## src/rtl/s2p_pkg.sv

```systemverilog
// Shared types and helpers for the serial-to-parallel frame controller.
package s2p_pkg;

    typedef enum logic {
        S_IDLE     = 1'b0,
        S_ASSEMBLE = 1'b1
    } s2p_state_e;

    function automatic int unsigned cnt_width(input int unsigned w);
        return $clog2(w);
    endfunction

endpackage

```

## src/rtl/s2p_shift_core.sv

```systemverilog
// Plain serial shift register; bit order selected by MSB_FIRST.
module s2p_shift_core
    import s2p_pkg::*;
#(
    parameter int unsigned DATA_WIDTH = 4,
    parameter bit          MSB_FIRST  = 1'b1
) (
    input  logic                  clk,
    input  logic                  reset,
    input  logic                  shift_en,
    input  logic                  din,
    output logic [DATA_WIDTH-1:0] sr
);

    logic [DATA_WIDTH-1:0] sr_q, sr_d;

    always_comb begin
        sr_d = sr_q;
        if (shift_en) begin
            if (MSB_FIRST) sr_d = {sr_q[DATA_WIDTH-2:0], din};
            else           sr_d = {din, sr_q[DATA_WIDTH-1:1]};
        end
    end

    always_ff @(posedge clk) begin
        if (reset) sr_q <= '0;
        else       sr_q <= sr_d;
    end

    assign sr = sr_q;

endmodule

```

## src/rtl/s2p_frame_ctrl.sv

```systemverilog
// Bit counter / framing FSM, single-entry valid/ready output register and
// sticky overflow around the s2p_shift_core datapath.
module s2p_frame_ctrl
    import s2p_pkg::*;
#(
    parameter int unsigned DATA_WIDTH = 4,
    parameter bit          MSB_FIRST  = 1'b1
) (
    input  logic                  clk,
    input  logic                  reset,
    input  logic                  din,
    input  logic                  din_valid,
    input  logic                  sof,
    output logic [DATA_WIDTH-1:0] dout,
    output logic                  dout_valid,
    input  logic                  dout_ready,
    output logic                  busy,
    output logic                  overflow,
    input  logic                  ovf_clr
);

    localparam int unsigned    CW       = cnt_width(DATA_WIDTH);
    localparam logic [CW-1:0] CNT_LAST = CW'(DATA_WIDTH - 1);

    s2p_state_e            state_q, state_d;
    logic [CW-1:0]         cnt_q, cnt_d;
    logic [DATA_WIDTH-1:0] dout_q, dout_d;
    logic                  dout_valid_q, dout_valid_d;
    logic                  busy_q, busy_d;
    logic                  ovf_q, ovf_d;
    logic                  complete;
    logic [DATA_WIDTH-1:0] sr;
    logic [DATA_WIDTH-1:0] word;

    s2p_shift_core #(
        .DATA_WIDTH (DATA_WIDTH),
        .MSB_FIRST  (MSB_FIRST)
    ) u_shift (
        .clk      (clk),
        .reset    (reset),
        .shift_en (din_valid),
        .din      (din),
        .sr       (sr)
    );

    // Completed word is the value the shift register takes on this edge.
    assign word = MSB_FIRST ? {sr[DATA_WIDTH-2:0], din} : {din, sr[DATA_WIDTH-1:1]};

    always_comb begin
        state_d  = state_q;
        cnt_d    = cnt_q;
        complete = 1'b0;
        case (state_q)
            S_IDLE: begin
                if (din_valid) begin
                    cnt_d   = CW'(1);
                    state_d = S_ASSEMBLE;
                end
            end
            S_ASSEMBLE: begin
                if (din_valid) begin
                    if (sof) begin
                        cnt_d = CW'(1);
                    end else if (cnt_q == CNT_LAST) begin
                        cnt_d    = '0;
                        complete = 1'b1;
                        state_d  = S_IDLE;
                    end else begin
                        cnt_d = cnt_q + 1'b1;
                    end
                end
            end
            default: state_d = S_IDLE;
        endcase
        busy_d = (cnt_d != '0);
    end

    always_comb begin
        dout_d       = dout_q;
        dout_valid_d = dout_valid_q;
        ovf_d        = ovf_q;
        if (dout_valid_q && dout_ready) dout_valid_d = 1'b0;
        if (ovf_clr) ovf_d = 1'b0;
        // A blocked completion drops the word but must win over ovf_clr.
        if (complete) begin
            if (dout_valid_q && !dout_ready) begin
                ovf_d = 1'b1;
            end else begin
                dout_d       = word;
                dout_valid_d = 1'b1;
            end
        end
    end

    always_ff @(posedge clk) begin
        if (reset) begin
            state_q      <= S_IDLE;
            cnt_q        <= '0;
            dout_q       <= '0;
            dout_valid_q <= 1'b0;
            busy_q       <= 1'b0;
            ovf_q        <= 1'b0;
        end else begin
            state_q      <= state_d;
            cnt_q        <= cnt_d;
            dout_q       <= dout_d;
            dout_valid_q <= dout_valid_d;
            busy_q       <= busy_d;
            ovf_q        <= ovf_d;
        end
    end

    assign dout       = dout_q;
    assign dout_valid = dout_valid_q;
    assign busy       = busy_q;
    assign overflow   = ovf_q;

endmodule

```

## config.mk

```make
export PLATFORM = sky130hd
export DESIGN_NAME = s2p_frame_ctrl
export DESIGN_NICKNAME = d
export VERILOG_FILES = /design/src/rtl/s2p_pkg.sv /design/src/rtl/s2p_shift_core.sv /design/src/rtl/s2p_frame_ctrl.sv
export SDC_FILE = /design/constraint.sdc
export NUM_CORES = 1
export LEC_CHECK = 0
export ABC_AREA = 1
export CORE_ASPECT_RATIO = 1.1
export CORE_MARGIN = 2
export CORE_UTILIZATION = 43
export DETAILED_ROUTE_END_ITERATION = 16
export GPL_TIMING_DRIVEN = 0
export PLACE_DENSITY_LB_ADDON = 0.08
export SLEW_MARGIN = 30
export SYNTH_ARGS = -nofsm -noshare
export SYNTH_HDL_FRONTEND = slang
export SYNTH_HIERARCHICAL = 1
export SYNTH_SLANG_ARGS = --single-unit
```

## constraint.sdc

```tcl
create_clock -name clk -period 1 [get_ports clk]
set_input_delay 0.2 -clock clk [delete_from_list [all_inputs] [get_ports clk]]
set_output_delay 0.2 -clock clk [all_outputs]
set_load 0.1 [all_outputs]
```

## Word level (Yosys, flattened, before mapping)

Index checks and enable logic that the tools add are counted.

| storage, ports and cells | value |
|---|---|
| logic and storage cells | 36 |
| bits in registers | 13 |
| input port bits | 7 |

| operators by class | value |
|---|---|
| multiplexer cells | 20 |
| add/sub/neg operators | 1 |
| bitwise logic cells | 2 |
| equal/unequal tests | 1 |
| reductions and logical operators | 5 |

Operator list:

| operator | number |
|---|---|
| $mux 1 | 14 |
| $mux 2 | 4 |
| $pmux 2 s2 | 1 |
| $add 2x1->2 const B | 1 |
| $eq 2x2->1 const B | 1 |
| $logic_and 1x1->1 | 2 |
| $not 1->1 | 2 |
| $pmux 1 s2 | 1 |
| $reduce_and 2->1 | 1 |
| $reduce_bool 2->1 | 1 |
| $logic_not 1->1 | 1 |

## Longest topological paths before layout

| depth | value |
|---|---|
| depth after elaboration | 6 |
| mapped depth | 7 |
| mapped depth without buffers | 7 |

## Modules after synthesis

The synthesis kept the hierarchy.

By module, submodules not included:

| module | area an instance (um^2) | cells an instance | instances |
|---|---|---|---|
| s2p_frame_ctrl | 474.2 | 70 | 1 |
| s2p_shift_core | 175.2 | 26 | 1 |

## Worst setup path after synthesis

No wires, ideal clock.

| timing | value |
|---|---|
| kind | flip-flop to flip-flop |
| start | register dout_valid_q (netlist: dout_valid) |
| end | register dout_q[0] (netlist: dout[0]) |
| cell stages (with the launch flop) | 6 |
| setup time | 0.110 ns |
| arrival time | 1.517 ns |
| setup slack | -0.627 ns |
| path through | dfxtp_1 -> nand2_1 -> nand3_2 -> nand2_1 -> inv_1 -> nor2_1 |

| between the ends | value |
|---|---|
| longest elaborated chain between the ends | 3 |

Ends and longest elaborated chain:

| item | RTL line | text |
|---|---|---|
| from (decl) | s2p_frame_ctrl.sv:28 | `logic dout_valid_q, dout_valid_d;` |
| from (signal assigned) | s2p_frame_ctrl.sv:107 | `dout_valid_q <= dout_valid_d;` |
| $logic_and 1x1->1 | s2p_frame_ctrl.sv:86 | `if (dout_valid_q && !dout_ready) begin` |
| $not 1->1 (no line) | - |  |
| $reduce_and 2->1 (no line) | - |  |
| to (signal assigned) | s2p_frame_ctrl.sv:106 | `dout_q <= dout_d;` |
| to (decl) | s2p_frame_ctrl.sv:27 | `logic [DATA_WIDTH-1:0] dout_q, dout_d;` |

Every way passes these cells.
A chain may end at the register's enable or synchronous reset.

## Worst setup path after layout

| timing | value |
|---|---|
| start | register cnt_q[1] |
| end | register busy_q (netlist: busy) |

| between the ends | value |
|---|---|
| longest elaborated chain between the ends | 6 |
| elaborated cells between the ends (all ways) | 8 |

Ends and longest elaborated chain:

| item | RTL line | text |
|---|---|---|
| from (decl) | s2p_frame_ctrl.sv:26 | `logic [CW-1:0] cnt_q, cnt_d;` |
| from (signal assigned) | s2p_frame_ctrl.sv:105 | `cnt_q <= cnt_d;` |
| $add 2x1->2 or $eq 2x2->1 (tied branches) | s2p_frame_ctrl.sv:69, s2p_frame_ctrl.sv:64 |  |
| $mux 2 | s2p_frame_ctrl.sv:64 | `end else if (cnt_q == CNT_LAST) begin` |
| $mux 2 | s2p_frame_ctrl.sv:62 | `if (sof) begin` |
| $mux 2 | s2p_frame_ctrl.sv:61 | `if (din_valid) begin` |
| $pmux 2 s2 * | s2p_frame_ctrl.sv:53 | `case (state_q)` |
| $reduce_bool 2->1 * | s2p_frame_ctrl.sv:75 | `busy_d = (cnt_d != '0);` |
| to (signal assigned) | s2p_frame_ctrl.sv:108 | `busy_q <= busy_d;` |
| to (decl) | s2p_frame_ctrl.sv:29 | `logic busy_q, busy_d;` |

Every way passes the cells marked *; elsewhere a longest branch is shown, timed or not.

==> results by group <==
Status
  – Status: complete, but fails checks
  – Failing checks: setup timing

Route
  – Count of vias placed by the detailed router: 562
  – Residual DRC count: 0
  – Wirelength per Cell: 8.98 µm
  – Post-detailed-routing wire length: 1.12 mm
  – Count of nets left with antenna violations after detail routing: 0
  – DR pass1 iterations: 4
  – Number of violations reported at the end of detailed-routing iteration 0: 8
  – Via-to-Cell Ratio: 4.50

Timing
  – Fin Setup TNS: -0.0717 ns
  – Worst hold slack after final layout: 0.305 ns
  – Max Slew Vio Count: 0
  – Top achievable clock speed: 0.977 GHz
  – Setup repair after global routing missed its margin: yes
  – Slack of the critical path: -0.0232 ns
  – Final period utilization: 102%
  – Endpoints failing hold: 0
  – Relative slew slack: 83.5%
  – Actual slew at the worst max-slew pin: 0.246 ns
  – Worst setup skew after layout: 0.00336 ns
  – Min Clock Period, post-route: 1.02 ns
  – Number of failing setup endpoints in the final timing report: 8

Place
  – RD Place Congestion: 0.797
  – Placed wire-length estimate: 764 µm
  – Count of placed standard cells including taps: 119
  – Placement-stage cell area: 779 µm²
  – Input/output buffers: 13

Clocking
  – Clk pin slew, worst setup/hold paths: 0.07 ns
  – H-Tree Level Count: 1
  – Clock tree root buffer cell: sky130_fd_sc_hd__clkbuf_4
  – Number of hold buffers added after cts: 0
  – CTS tree: yes
  – Number of sinks driven by the clock tree: 13
  – Worst-Skew Late Latency: 0.27 ns
  – Maximum number of buffers from clock root to sink: 2
  – Number of CTS-inserted buffers: 3

Critical path
  – Critical path startpoint: cnt_q[1]
  – Category of the worst setup path capture point: flop
  – Worst path arrival time: 1.19 ns
  – Delay of the slowest cell on the worst path: 0.36 ns
  – Slowest stage cell on the critical path: sky130_fd_sc_hd__dfxtp_2
  – Worst Setup Path Type: flop to flop
  – Critical Path Fanout Max: 6
  – Required time of the critical path: 1.16 ns
  – Worst reg2reg path startpoint: cnt_q[1]
  – Startpoint type of the worst setup path: flop
  – Cells along the critical path: ha_4 -> nand2_4 -> nor2_4 -> inv_2 -> nand3_2 -> nand2_1

Job
  – Number of max-cap violations: 0

Worst hold path
  – Type of the tightest min-delay check: input port to flop
  – Launch point of the worst hold path: sof

Global routing
  – First-pass GRT wire length: 1.93 mm
  – Global route overflow: 0
  – Number of global-route vias before repair: 509
  – Overall global routing resource usage: 16.1%
  – Number of antenna violations at the first check in global routing: 0
  – Maximum number of pins on one net before global-route repair: 8

Cells and area
  – Fill count: 110
  – Layout cell share with drive strength beyond 1: 37.6%
  – Antenna diode count: 0
  – Leading cell type in the layout, fill and taps excluded: sky130_fd_sc_hd__inv_1
  – Commonest non-fill, non-tap cells in the layout: 24 x sky130_fd_sc_hd__inv_1, 16 x sky130_fd_sc_hd__nand2_1, 12 x sky130_fd_sc_hd__nor2_1
  – Post-layout instance area: 948 µm²
  – Layout-stage area growth over the synthesis result: 55.3%
  – Number of non-filler instances in the completed layout: 125
  – NumNets Final: 118
  – Core utilization of the finished layout: 70.3%

Floorplan
  – Initial Utilization: 45.3%
  – Placeable core area: 1350 µm²
  – Die area: 1740 µm²
  – Total number of placement rows: 14
  – Number of top-level design ports: 14
  – Die Width: 39.9 µm
  – Die Height: 43.5 µm

Synthesis
  – Mapped Avg Cell Area: 6.78 µm²
  – Syn Nets: 98
  – YS warnings: 6
  – Synth Instances: 90
  – Mapped cell area: 611 µm²

Power and ir drop
  – Power per cell area: 1070 nW/µm²
  – Static leakage: 0.465 nW
  – Max rail drop VDD: 1060 µV
path summary, 6_finish.rpt:
kind	end	slack, ns	depth (start not counted)
setup / recovery	busy	-0.02	6
setup reg to reg	busy	-0.02	6
hold / removal	overflow	0.31	4
hold reg to reg	u_shift/sr[2]	0.48	2
area by class of cell:
class / instances / area (µm²) / area share (%)
inverters: 26 / 97.6 / 10.3
clock buffers: 4 / 26.3 / 2.77
repair buffers: 15 / 216 / 22.8
multi-input cells: 50 / 303 / 31.9
well taps: 16 / 20.0 / 2.11
plain buffers: 1 / 11.3 / 1.19
flip-flops and latches: 13 / 274 / 28.9
flip-flops by register name, indices dropped and copies added (netlist names):
name        cells
busy            1
cnt_q           2
dout            4
dout_valid      1
overflow        1
state_q         1
u_shift/sr      3
layer usage:
layer | share of wire, % | wire [µm] | global-route usage [%]
met2 | 51 | 571 | 24.5
met4 | 0.71 | 8 | 8.28
met5 | 0 | 0 | 0
met1 | 43 | 482 | 20.0
met3 | 5.3 | 60 | 4.62
stage by stage:
step	total power, mW	setup slack [ns]
6_report	1.02	-0.0232
5_1_grt	1.07	-0.0970
4_1_cts	1.02	-0.0237
3_5_place_dp	0.690	-0.659
3_3_place_gp	0.688	-0.655
2_1_floorplan	0.641	0.0148
timing repair:
action / CTS / global route
resized for setup: 73 / 7
setup buffers: 1 / 1
pin swaps: 7 / 3
cloned: 0 / 0
setup endpoints to repair: 17 / 15
critical path, delay by kind of cell, from the launching register on:
family                   cells  cell delay (ns)
AND/OR/NAND/NOR              4             0.35
flip-flops                   1             0.36
adder cells (fa/ha/maj)      1             0.14
buffers and inverters        1             0.08
power by group:
group / switching, mW / leakage [nW] / internal [mW]
clock network: 0.162 / 0.0150 / 0.154
logic: 0.0856 / 0.340 / 0.0657
registers: 0.0157 / 0.111 / 0.534
Note: power is estimated with default switching activity, not from simulation.
